## config.mk

```make
export PLATFORM = sky130hd
export DESIGN_NAME = hex_disp_scan_ctrl
export DESIGN_NICKNAME = d
export VERILOG_FILES = /design/src/rtl/hex_disp_scan_ctrl.sv
export SDC_FILE = /design/constraint.sdc
export NUM_CORES = 1
export LEC_CHECK = 0
export BUFFER_PORTS_ARGS = -buffer_cell sky130_fd_sc_hd__buf_2
export CAP_MARGIN = 20
export CORE_MARGIN = 2
export CORE_UTILIZATION = 45
export CTS_CLUSTER_SIZE = 40
export DETAILED_ROUTE_END_ITERATION = 8
export PLACE_DENSITY = 0.64
export REMOVE_ABC_BUFFERS = 1
export SYNTH_ARGS = -nofsm -noshare
export SYNTH_HDL_FRONTEND = slang
export SYNTH_SLANG_ARGS = --single-unit
```

## constraint.sdc

```tcl
create_clock -name clk -period 3.7 [get_ports clk]
set_clock_uncertainty 0.2 [all_clocks]
set_input_delay 0.74 -clock clk [delete_from_list [all_inputs] [get_ports clk]]
set_output_delay 0.74 -clock clk [all_outputs]
set_load 0.05 [all_outputs]
```

## src/rtl/hex_disp_scan_ctrl.sv

```systemverilog
// Scan controller for N_DIG common-anode 7-segment digits: one digit per slot, anti-ghost blank window,
// host updates staged in shadow regs and committed only at frame boundaries. Outputs registered, 1-cycle latency.
module hex_disp_scan_ctrl #(
  parameter int N_DIG     = 8,
  parameter int DIV       = 50000,
  parameter int BLANK_CYC = 8
) (
  input  logic               clk,
  input  logic               reset,
  input  logic               en,
  input  logic               wr,
  input  logic [4*N_DIG-1:0] hex_in,
  input  logic [N_DIG-1:0]   dp_in,
  input  logic [N_DIG-1:0]   blank_in,
  output logic [N_DIG-1:0]   an,
  output logic [7:0]         sseg,
  output logic               upd_pend,
  output logic               frame_tick
);

  localparam int CW = (DIV > 1) ? $clog2(DIV) : 1;
  localparam int IW = (N_DIG > 1) ? $clog2(N_DIG) : 1;
  localparam logic [CW-1:0]    CNT_MAX   = CW'(DIV - 1);
  localparam logic [CW-1:0]    BLANK_LIM = CW'(BLANK_CYC);
  localparam logic [IW-1:0]    IDX_MAX   = IW'(N_DIG - 1);
  localparam logic [N_DIG-1:0] AN_ONE    = {{(N_DIG-1){1'b0}}, 1'b1};

  function automatic logic [6:0] seg7(input logic [3:0] h);
    logic [6:0] s;
    case (h)
      4'h0: s = 7'h40;
      4'h1: s = 7'h79;
      4'h2: s = 7'h24;
      4'h3: s = 7'h30;
      4'h4: s = 7'h19;
      4'h5: s = 7'h12;
      4'h6: s = 7'h02;
      4'h7: s = 7'h78;
      4'h8: s = 7'h00;
      4'h9: s = 7'h10;
      4'hA: s = 7'h08;
      4'hB: s = 7'h03;
      4'hC: s = 7'h46;
      4'hD: s = 7'h21;
      4'hE: s = 7'h06;
      default: s = 7'h0E;
    endcase
    return s;
  endfunction

  logic [CW-1:0]      cnt_q, cnt_d;
  logic [IW-1:0]      idx_q, idx_d;
  logic [4*N_DIG-1:0] hex_sh_q, hex_sh_d, hex_act_q, hex_act_d;
  logic [N_DIG-1:0]   dp_sh_q, dp_sh_d, dp_act_q, dp_act_d;
  logic [N_DIG-1:0]   blank_sh_q, blank_sh_d, blank_act_q, blank_act_d;
  logic               pend_q, pend_d;
  logic               tick_q, tick_d;
  logic [N_DIG-1:0]   an_q, an_d;
  logic [7:0]         sseg_q, sseg_d;

  logic last_cnt, last_idx, frame_bnd, in_blank, dark;
  logic [3:0] cur_nib;

  always_comb begin
    cnt_d       = cnt_q;
    idx_d       = idx_q;
    hex_sh_d    = hex_sh_q;
    dp_sh_d     = dp_sh_q;
    blank_sh_d  = blank_sh_q;
    hex_act_d   = hex_act_q;
    dp_act_d    = dp_act_q;
    blank_act_d = blank_act_q;
    pend_d      = pend_q;

    last_cnt  = (cnt_q == CNT_MAX);
    last_idx  = (idx_q == IDX_MAX);
    frame_bnd = en && last_cnt && last_idx;
    tick_d    = frame_bnd;

    if (en) begin
      if (last_cnt) begin
        cnt_d = '0;
        idx_d = last_idx ? '0 : idx_q + IW'(1);
      end else begin
        cnt_d = cnt_q + CW'(1);
      end
    end

    if (wr) begin
      hex_sh_d   = hex_in;
      dp_sh_d    = dp_in;
      blank_sh_d = blank_in;
    end

    // A write landing on the boundary bypasses the shadow so it shows from the very next frame.
    if (frame_bnd && wr) begin
      hex_act_d   = hex_in;
      dp_act_d    = dp_in;
      blank_act_d = blank_in;
      pend_d      = 1'b0;
    end else if (frame_bnd && pend_q) begin
      hex_act_d   = hex_sh_q;
      dp_act_d    = dp_sh_q;
      blank_act_d = blank_sh_q;
      pend_d      = 1'b0;
    end else if (wr) begin
      pend_d = 1'b1;
    end

    in_blank = (BLANK_CYC != 0) && (cnt_q < BLANK_LIM);
    dark     = !en || in_blank || blank_act_q[idx_q];
    cur_nib  = hex_act_q[{idx_q, 2'b00} +: 4];

    an_d   = '1;
    sseg_d = 8'hFF;
    if (!dark) begin
      an_d   = ~(AN_ONE << idx_q);
      sseg_d = {~dp_act_q[idx_q], seg7(cur_nib)};
    end
  end

  always_ff @(posedge clk or negedge reset) begin
    if (!reset) begin
      cnt_q       <= '0;
      idx_q       <= '0;
      hex_sh_q    <= '0;
      dp_sh_q     <= '0;
      blank_sh_q  <= '0;
      hex_act_q   <= '0;
      dp_act_q    <= '0;
      blank_act_q <= '0;
      pend_q      <= 1'b0;
      tick_q      <= 1'b0;
      an_q        <= '1;
      sseg_q      <= 8'hFF;
    end else begin
      cnt_q       <= cnt_d;
      idx_q       <= idx_d;
      hex_sh_q    <= hex_sh_d;
      dp_sh_q     <= dp_sh_d;
      blank_sh_q  <= blank_sh_d;
      hex_act_q   <= hex_act_d;
      dp_act_q    <= dp_act_d;
      blank_act_q <= blank_act_d;
      pend_q      <= pend_d;
      tick_q      <= tick_d;
      an_q        <= an_d;
      sseg_q      <= sseg_d;
    end
  end

  assign an         = an_q;
  assign sseg       = sseg_q;
  assign upd_pend   = pend_q;
  assign frame_tick = tick_q;

endmodule

```

Word level (Yosys, flattened, before mapping). Memory sizes are Yosys's and may differ from the RTL's. Index checks and enable logic that the tools add are counted.

Register bits after elaboration: 133. ROM bits: 112. Bits of input ports: 52. Output and inout port bits: 18. Logic and storage cells: 50. Memories: 1.

Add/subtract/negate cells: 2. Magnitude comparators: 2. Equality and inequality tests: 2. Shift-type cells: 2. Mux-type cells: 17. Bitwise logic cells: 2. Reduce and logical (&&, ||, !) cells: 10.

Memories: (no name shown) (depth 16, bits a word 7, read ports 1, clocked after memory_dff 0, wr ports 0, RTL line 30) `case (h)`.

Operator list (count): $mux 32 (2); $mux 8 (6); $shiftx 32x6->4 (1); $add 16x1->16 const B (1); $eq 16x16->1 const B (1); $lt 16x4->1 const B (1); $mux 16 (1); $not 8->8 (1); $shl 1x3->8 const A (1); $bmux 1 s3 (2); $mux 1 (5); $logic_and 1x1->1 (4); $lt 3x4->1 const B (1); $add 3x1->3 const B (1); $eq 3x3->1 const B (1); $mux 3 (1); $reduce_bool 3->1 (1); $logic_or 1x1->1 (2); $reduce_and 2->1 (1); $reduce_bool 2->1 (1); $logic_not 1->1 (1); $not 1->1 (1).

Depth between registers and ports, before layout. Gate-level depths: netlist of the first run.

Word-level depth: 6. Gate-level depth with buffers: 11. Depth with buffers taken out: 9.

Worst setup path after synthesis of the first run. OpenSTA, ideal clock, no wires.

Kind: reg-to-reg. Start point: reg idx_q[0]. End point: reg sseg_q[5], in the netlist sseg[5]. Library setup time: 0.085 ns. Arrival: 2.085 ns. Required time: 3.415 ns. Slack: 1.331 ns. Stages on the path, launching flop included: 12. Buffers on the path: 2. Clock period less this slack: 2.369 ns. Cell sequence: dfrtp_1 > buf_6 > buf_6 > mux4_1 > nand2_1 > nand2_1 > inv_1 > ha_1 > inv_1 > nor2_1 > a21oi_1 > o221ai_1.

Cells in the longest elaborated chain, start to end: 4. Elaborated cells between the ends (all ways): 6. Classes of those cells: 1 x shift; 3 x mux; 1 x reduce/logical; 1 x memory.

Ends and longest elaborated chain: start: declaration (RTL line 52) `logic [IW-1:0] idx_q, idx_d;`; start signal: assignment (RTL line 138) `idx_q <= idx_d;`; branches (longest 3 deep; another with $mem_v2 16x7); $mux 8 (*) (RTL line 116) `if (!dark) begin`; named net sseg_d[5] (RTL line 59) `logic [7:0] sseg_q, sseg_d;`; end signal: assignment (RTL line 148) `sseg_q <= sseg_d;`; end: declaration (RTL line 59).

Mark *: on every way through the listed nets, which the timed path passes. The select of a mux whose other input is x is not followed. A chain may end at the register's enable or synchronous reset.

Final worst setup path of the first run. Same ends and word-level chain as after synthesis.

==> run summary, run 1 <==
Status - finished, final reports clean
Cell taking the most area after synthesis - dfrtp_1
Worst path required time - 3.83 ns
CTS hold repair buffers - 0
Worst EP arrival - 3.03 ns
Adder-cell area share of the yosys netlist - 2.67%
First-pass GRT wire length - 22200 um
# port buffers - 69
Post-CTS Setup Bufs - 0
Antenna cells - 0
DRC Markers - 0
Sequential fraction of the synthesis area - 54.9%
Post-Syn Area per Cell - 12.5 sq um
Post-Synth Simple-Gate Area - 6.76%
Chip Width - 120 um
RSZ-0062 raised after global routing - no
Pin count of the biggest net entering global routing - 97
Worst slew pin tran - 0.810 ns
Critical-path maximum fanout - 17
Routed len/inst - 18.3 um
Startpoint Class - flop
Nets - 614
Number of vias per cell - 5.63
Post-cts sizing count - 0
Most common cell in the netlist - dfrtp_1
MaxCap Viol Count - 0
Worst reg-to-reg setup slack - 0.80 ns
Seq cells post-synth - 133
Synth warn - 0
Total global-route track usage - 19.7%
Finished Cell Area - 7120 sq um
HP Class - input port to async pin
First-pass DRT Iterations - 4
Post-DP Area - 6560 sq um
Sequential share of power - 45.7%
Gpl congestion - 0.854
Min Tclk post-route - 2.90 ns
Netlist cell types - 43
Synthesized area - 6090 sq um
Clk root buf - clkbuf_16
Clk slew on worst S/H paths - 0.05 ns
Worst R2R Path Depth - 9
Area grow syn2layout - 16.9%
Main combinational cell family by area after synthesis - multiplexers
Io pins - 70
Layout cells sized above 1 - 34.6%
Worst slew margin - 46.0%
DR iter-0 viols - 274
FILL cells - 1173
Synth Area in Compound Gates - 12.4%
Die height - 120 um
Core box area - 13200 sq um
Initial antenna violation count - 0
Global route overflow - 0
CTS buffer count - 17
Initial Util - 46.0%
Post-synth EDFFs - 0
P_sw - 0.000889 W
Max Slew Vio Count - 0
Top cell type's share of synthesized area - 48.0%
Number of global-route vias before repair - 4370
Hpwl dp - 8750 um
Clock Latency Late Sink - 0.42 ns
Clk buf depth - 2
Ys async rst share - 100%
WS Path Type - flop to flop
Leak - 3.22 nW
Num rows - 42
Period utilisation layout - 78.4%
H-tree levels - 4
Max IR drop VDD - 0.414 mV
Max Clock Freq - 345 MHz
Top cells by area, synth - dfrtp_1 48%, mux2_2 12%, o22ai_1 7.6%
Synth Flop Type - dfrtp_1
Endpoints failing hold - 0
Post-synthesis cell count - 486
Post-route ant nets - 0
Clock power share - 44.4%
Post-synthesis mux area share - 18.2%
Via count - 4147
CP endpoint kind - flop
Cell Pwr Density - 507 nW/um^2
Setup TNS - 0 ns
Sw frac - 24.6%
Setup violators final - 0
Top cells by count, synth - 117 x dfrtp_1, 74 x o22ai_1, 64 x mux2_2, 39 x a21oi_1, 30 x nand2_1
Comb power frac - 9.9%
Sink Count - 133
Synth Area in XOR/XNOR - 1.72%
Final WL - 13400 um
CTS tree - done
Pint - 0.00272 W
Die ar. - 14500 sq um
## path summary, 6_finish.rpt
check,startpoint,endpoint
max,idx_q[0],sseg[5]
min,reset,cnt_q[1]
max reg2reg,idx_q[0],sseg[5]
min reg2reg,hex_sh_q[0],hex_sh_q[0]
max in group asynchronous,reset,hex_act_q[3]
min in group clk,hex_sh_q[0],hex_sh_q[0]
## through the flow
stage               setup WS [ns]  total power, W  utilization, %  cells  hold WS (ns)
global route                0.613         0.00375            53.8    736         0.124
floorplan                   0.539         0.00188               -    454         0.244
global placement            0.900         0.00202            49.5    706         0.281
finish                      0.799         0.00361            53.8    736        0.0906
detailed placement          0.812         0.00203            49.5    706         0.286
CTS                         0.793         0.00365            53.8    736         0.103
## final cells by class
| class | count | area [sq um] | area share, % |
|---|---|---|---|
| Multi-Input combinational cell | 312 | 2540 | 35.7 |
| Clock buffer | 20 | 457 | 6.41 |
| Tap cell | 176 | 220 | 3.09 |
| Sequential cell | 133 | 3350 | 47.0 |
| Inverter | 9 | 33.8 | 0.474 |
| Timing Repair Buffer | 76 | 413 | 5.80 |
| Clock inverter | 10 | 108 | 1.51 |
## power groups by stage
stage	sequential [W]	combinational, W	clock [W]
finish	0.00165	0.000358	0.00161
global route	0.00166	0.000390	0.00169
CTS	0.00165	0.000364	0.00163
detailed placement	0.00167	0.000363	0
global placement	0.00167	0.000353	0
floorplan	0.00173	0.000149	0
## state kept, by name, summed over array words and instances (netlist names)
name	flops
an	8
blank_act_q	8
blank_sh_q	8
cnt_q	16
dp_act_q	8
dp_sh_q	8
frame_tick	1
hex_act_q	32
hex_sh_q	32
idx_q	3
sseg	8
upd_pend	1
## kinds of logic (layout without fill, tap and decap cells)
kind of cell | Yosys count | in the layout
DFF | 133 | 133
xor gates and xnor gates | 12 | 12
adders and majority gates | 13 | 13
muxes | 81 | 81
and+or+nand+nor | 81 | 81
AOI/OAI and AO/OA | 125 | 125
buffers and inverters | 41 | 115
## critical path, cell delays in order, from the launching register on
cell      delay, ns
dfrtp_1        0.87
mux4_1         0.64
nand2_1        0.08
nand2_1        0.15
inv_1          0.15
ha_1           0.24
inv_1          0.06
nor2_1         0.17
a21oi_1        0.06
o221ai_1       0.20
## placed cells by master (no fill, tap or decap), types with 5 or more instances in the layout
cell       instances
dfrtp_1          117
o22ai_1           74
buf_2             68
mux2_2            64
a21oi_1           39
nand2_1           30
clkbuf_16         17
dfstp_2           16
nor2_1            14
ha_1              13
mux4_1            11
inv_1              7
buf_4              7
and2_1             6
nand3_1            6
xnor2_1            6
xor2_1             6
and4_1             5
and3_1             5
clkinv_2           5
## routing by layer
layer  GRT usage (%)  up-vias  part of all wire (%)
li1                -     1952                     -
met1            26.6     2096                    46
met2            31.1       91                    49
met3            4.72        8                   4.0
met4            7.34        0                  0.76
met5               0        -                     0
Power figures use the tool's default switching activity.
==> run 2, diff against run 1 <==
==> constraint.sdc (replaced) <==
create_clock -name clk -period 2.99 [get_ports clk]
set_clock_uncertainty 0.2 [all_clocks]
set_input_delay 0.598 -clock clk [delete_from_list [all_inputs] [get_ports clk]]
set_output_delay 0.598 -clock clk [all_outputs]
set_load 0.05 [all_outputs]
==> run 2 against run 1 <==
Die area unchanged. Maximum frequency up 9.6%. Largest cell class unchanged. First-iteration DRC count up 2.9%. Final area up 0.98%. Count of clock-buffer cells in the layout up 4. Combinational power up 26%. Global-route usage up 0.68 points. Worst hold slack worse by 0.087 ns. Setup slack worse by 0.46 ns. Power up 22%.
==> run summary, run 2 (synthesized netlist as in run 1, its figures left out) <==
Critical-path maximum fanout - 12 (was 17)
Sink Count - 133 (unchanged)
Global route overflow - 0 (unchanged)
Worst Hold Slack - 0.00385 ns (was 0.0906 ns)
RSZ-0062 raised after global routing - no (unchanged)
Pin count of the biggest net entering global routing - 45 (was 97)
CP endpoint kind - flop (unchanged)
Worst reg-to-reg setup slack - 0.34 ns (was 0.80 ns)
Setup violators final - 0 (unchanged)
Max IR drop VDD - 0.379 mV (was 0.414 mV)
Total global-route track usage - 20.4% (was 19.7%)
Period utilisation layout - 88.6% (was 78.4%)
CTS tree - done (unchanged)
Number of vias per cell - 5.78 (was 5.63)
Worst slew pin tran - 0.608 ns (was 0.810 ns)
Final WL - 13700 um (was 13400 um)
Most frequent cells in the layout - 117 x dfrtp_1, 74 x o22ai_1, 68 x buf_2 (unchanged)
Slowest CP cell - dfrtp_1 (unchanged)
Nets - 623 (was 614)
Layout cells sized above 1 - 35.2% (was 34.6%)
Worst setup margin - 0.342 ns (was 0.799 ns)
Hpwl dp - 9190 um (was 8750 um)
Via count - 4303 (was 4147)
Routed len/inst - 18.4 um (was 18.3 um)
DR iter-0 viols - 282 (was 274)
Min Tclk post-route - 2.65 ns (was 2.90 ns)
Clock Latency Late Sink - 0.41 ns (was 0.42 ns)
Non-filler cells, final - 744 (was 736)
Clk buf depth - 2 (unchanged)
Multi-input gate area - 2540 sq um (unchanged)
Most common cell after layout, fill and taps aside - dfrtp_1 (unchanged)
Die height - 120 um (unchanged)
Max Slew Vio Count - 0 (unchanged)
DRC Markers - 0 (unchanged)
Status - finished, final reports clean (unchanged)
Post-CTS Setup Bufs - 0 (unchanged)
CTS buffer count - 17 (unchanged)
Placed cell count - 715 (was 706)
Core box area - 13200 sq um (unchanged)
Final core occ - 54.3% (was 53.8%)
CTS hold repair buffers - 0 (unchanged)
Io pins - 70 (unchanged)
First-pass DRT Iterations - 5 (was 4)
Worst path max stage delay - 0.65 ns (was 0.87 ns)
Max Clock Freq - 378 MHz (was 345 MHz)
Crit-path cells - mux4_1 > nand2_1 > nand2_1 > inv_1 > ha_1 > inv_1 > nor2_1 > a21oi_1 > o221ai_1 (unchanged)
Initial Util - 46.0% (unchanged)
Pre-CTS setup slack - 0.355 ns (was 0.812 ns)
Cell Pwr Density - 613 nW/um^2 (was 507 nW/um^2)
Num rows - 42 (unchanged)
Number of global-route vias before repair - 4336 (was 4370)
Post-route ant nets - 0 (unchanged)
Clk root buf - clkbuf_16 (unchanged)
FILL cells - 1134 (was 1173)
Worst path required time - 3.11 ns (was 3.83 ns)
Gpl congestion - 0.849 (was 0.854)
MaxCap Viol Count - 0 (unchanged)
Area grow syn2layout - 18.0% (was 16.9%)
Antenna cells - 0 (unchanged)
Initial antenna violation count - 0 (unchanged)
Chip Width - 120 um (unchanged)
Worst slew margin - 59.5% (was 46.0%)
# port buffers - 69 (unchanged)
Die ar. - 14500 sq um (unchanged)
WS Path Type - flop to flop (unchanged)
FF/Latch Area - 3350 sq um (unchanged)
H-tree levels - 4 (unchanged)
Top flop regs - hex_act_q: 32 flops, hex_sh_q: 32 flops, cnt_q: 16 flops (unchanged)
Post-cts sizing count - 0 (unchanged)
HP Class - input port to async pin (unchanged)
Leak - 3.27 nW (was 3.22 nW)
Startpoint Class - flop (unchanged)
Endpoints failing hold - 0 (unchanged)
First-pass GRT wire length - 22800 um (was 22200 um)
Clk slew on worst S/H paths - 0.05 ns (about the same)
Worst EP arrival - 2.77 ns (was 3.03 ns)
run 2: cell types whose count changed in the layout (fill, tap and decap cells not counted), sizes merged:
cell,delta
buf,+9
clkbuf,+4
clkinvlp,-3
bufinv,-1
clkinv,-1
run 2: critical path: cells and delay by family (launching register included):
| kind | cells | cell delay [ns] |
|---|---|---|
| DFF | 1 | 0.65 |
| adders and majority gates | 1 | 0.22 |
| muxes | 1 | 0.62 |
| and+or+nand+nor | 3 | 0.40 |
| buffers and inverters | 2 | 0.20 |
| AOI/OAI and AO/OA | 2 | 0.26 |
run 2: report_power, final:
part / internal, W / switching (W) / total [W]
clock network: 0.00121 / 0.000702 / 0.00191
registers: 0.00195 / 0.0000956 / 0.00205
logic: 0.000177 / 0.000273 / 0.000450
total: 0.00334 / 0.00107 / 0.00441
run 2: cell type report:
| cell class | instances | share of cell area (%) |
|---|---|---|
| clock buffer | 24 | 6.84 |
| timing repair buffer | 85 | 7.03 |
| inverter | 9 | 0.470 |
| tap | 176 | 3.06 |
| sequential | 133 | 46.6 |
| multi-input combinational | 312 | 35.4 |
| clock inverter | 5 | 0.696 |
run 2: worst paths after layout:
path,startpoint,endpoint,depth (start not counted)
setup / recovery,idx_q[0],sseg[5],9
hold / removal,reset,idx_q[2],1
setup reg to reg,idx_q[0],sseg[5],9
hold reg to reg,blank_sh_q[1],blank_sh_q[1],1
max in group asynchronous,reset,dp_sh_q[0],2
min in group clk,dp_in[2],dp_sh_q[2],2
run 2: per-layer routing:
metal	share of wire [%]	up-vias	track usage, %
met3	5.3	14	5.24
met5	0	-	0
met4	1.3	0	6.32
met1	44	2200	28.0
li1	-	1954	-
met2	49	135	32.0
run 2: stage by stage:
step	setup TNS (ns)	total power, W	area [sq um]
2_1_floorplan	-2.05	0.00233	5920
3_3_place_gp	0	0.00251	6650
3_5_place_dp	0	0.00253	6650
4_1_cts	0	0.00445	7190
5_1_grt	0	0.00458	7190
6_report	0	0.00441	7190
==> run 3, diff against run 2 <==
--- a/config.mk
+++ b/config.mk
@@ -7,7 +7,7 @@
 export LEC_CHECK = 0
 export BUFFER_PORTS_ARGS = -buffer_cell sky130_fd_sc_hd__buf_2
 export CAP_MARGIN = 20
-export CORE_MARGIN = 2
+export CORE_MARGIN = 8
 export CORE_UTILIZATION = 45
 export CTS_CLUSTER_SIZE = 40
 export DETAILED_ROUTE_END_ITERATION = 8
==> run 3 against run 2 <==
Final cell count grew 0.54%. Maximum frequency decreased by 6.7%. Clock power shrank 5%. Highest routed layer is now met5.
==> run summary, run 3 (synthesized netlist as in run 1, its figures left out) <==
Top flop regs - hex_act_q: 32 flops, hex_sh_q: 32 flops, cnt_q: 16 flops (unchanged)
Leak - 3.25 nW (was 3.27 nW)
Max Clock Freq - 352 MHz (was 378 MHz)
Number of global-route vias before repair - 4474 (was 4336)
Worst EP arrival - 2.97 ns (was 2.77 ns)
Worst slew margin - 60.3% (was 59.5%)
Die height - 132 um (was 120 um)
Hpwl dp - 9550 um (was 9190 um)
Non-filler cells, final - 748 (was 744)
Global route overflow - 0 (unchanged)
Pin count of the biggest net entering global routing - 43 (was 45)
Clk buf depth - 2 (unchanged)
First-pass GRT wire length - 23300 um (was 22800 um)
Max Slew Vio Count - 0 (unchanged)
Clk root buf - clkbuf_16 (unchanged)
Sink Count - 133 (unchanged)
DR iter-0 viols - 330 (was 282)
RSZ-0062 raised after global routing - no (unchanged)
Nets - 624 (was 623)
Clock Latency Late Sink - 0.42 ns (was 0.41 ns)
Core box area - 13200 sq um (unchanged)
CTS buffer count - 17 (unchanged)
Setup TNS - 0 ns (unchanged)
Worst path required time - 3.12 ns (was 3.11 ns)
CTS tree - done (unchanged)
Period utilisation layout - 94.9% (was 88.6%)
DRC Markers - 0 (unchanged)
Chip Width - 132 um (was 120 um)
Min Tclk post-route - 2.84 ns (was 2.65 ns)
Worst slew pin tran - 0.596 ns (was 0.608 ns)
# port buffers - 69 (unchanged)
Hold depth - 2
Clk slew on worst S/H paths - 0.06 ns (was 0.05 ns)
Gpl congestion - 0.778 (was 0.849)
Placed cell count - 715 (unchanged)
Final WL - 13900 um (was 13700 um)
Cell Pwr Density - 602 nW/um^2 (was 613 nW/um^2)
Total global-route track usage - 16.8% (was 20.4%)
Power consumption - 0.00431 W (was 0.00441 W)
First-pass DRT Iterations - 4 (was 5)
WS Path Type - flop to flop (unchanged)
Status - finished, final reports clean (unchanged)
MaxCap Viol Count - 0 (unchanged)
Number of vias per cell - 5.71 (was 5.78)
Num rows - 42 (unchanged)
FILL cells - 1151 (was 1134)
Initial Util - 46.0% (unchanged)
Most common cell after layout, fill and taps aside - dfrtp_1 (unchanged)
Max IR drop VDD - 0.378 mV (was 0.379 mV)
Worst R2R Path Depth - 9 (unchanged)
Startpoint Class - flop (unchanged)
Post-route ant nets - 0 (unchanged)
Io pins - 70 (unchanged)
Die ar. - 17500 sq um (was 14500 sq um)
Critical-path maximum fanout - 11 (was 12)
Antenna cells - 0 (unchanged)
Most frequent cells in the layout - 117 x dfrtp_1, 74 x o22ai_1, 68 x buf_2 (unchanged)
Endpoints failing hold - 0 (unchanged)
H-tree levels - 4 (unchanged)
Layout cells sized above 1 - 34.8% (was 35.2%)
Setup violators final - 0 (unchanged)
HP Class - input port to flop (was input port to async pin)
CP endpoint kind - flop (unchanged)
Via count - 4271 (was 4303)
Area grow syn2layout - 17.4% (was 18.0%)
Post-cts sizing count - 0 (unchanged)
Routed len/inst - 18.6 um (was 18.4 um)
Initial antenna violation count - 1 (was 0)
==> run 3: cell count changes in the layout (fill, tap and decap cells not counted), sizes merged <==
cell | previous run | this run
bufinv | 1 | 0
dlygate4sd3 | 0 | 1
clkinvlp | 0 | 1
clkbuf | 24 | 27
==> run 3: worst paths after layout <==
path                            slack (ns)           from             to
max in group asynchronous             1.40          reset        sseg[7]
worst max-delay path                  0.15       idx_q[0]        sseg[5]
worst max register to register        0.15       idx_q[0]        sseg[5]
worst min register to register        0.30  blank_sh_q[6]  blank_sh_q[6]
min in group asynchronous             0.50          reset   hex_act_q[0]
worst min-delay path                  0.23       dp_in[0]     dp_sh_q[0]
==> run 3: final cells by class <==
type | count | area [sq um] | area share (%)
clock buffer | 27 | 493 | 6.89
clock inverter | 5 | 27.5 | 0.385
inverter | 9 | 33.8 | 0.472
multi-input combinational | 312 | 2540 | 35.5
sequential | 133 | 3350 | 46.8
tap | 176 | 220 | 3.08
timing repair buffer | 86 | 490 | 6.85
==> run 3: stage by stage <==
stage          setup slack [ns]  util [%]  area, sq um  hold slack, ns
2_1_floorplan            -0.171         -         5920           0.102
3_3_place_gp              0.289      50.0         6630           0.280
3_5_place_dp              0.206      50.0         6630           0.290
4_1_cts                   0.185      54.0         7160           0.209
5_1_grt                  0.0125      54.0         7160           0.220
6_report                  0.151      54.0         7160           0.226
==> run 3: layer usage <==
layer | share of wire, % | vias to the layer above | track usage [%]
met1 | 45 | 2153 | 21.8
met5 | 0.093 | - | 0
met2 | 47 | 130 | 25.3
li1 | - | 1968 | -
met4 | 1.4 | 2 | 5.99
met3 | 6.5 | 18 | 5.75
==> run 3: repair_timing <==
item,4_1_cts,5_1_grt
endpoints found under the hold margin,19,0
buffers inserted,0,0
setup endpoints to repair,0,0
hold buffers,1,0
==> run 3: worst max-delay path: stages (launching register included) <==
cell	delay, ns
dfrtp_1	0.68
mux4_1	0.68
nand2_1	0.09
nand2_1	0.18
inv_1	0.17
ha_1	0.25
inv_1	0.06
nor2_1	0.17
a21oi_1	0.06
o221ai_1	0.20
==> run 3: where the power goes <==
group | leakage (nW) | total [W] | internal [W] | switching [W]
logic | 1.32 | 0.000452 | 0.000176 | 0.000276
clock network | 0.255 | 0.00182 | 0.00112 | 0.000708
registers | 1.67 | 0.00203 | 0.00195 | 0.0000849
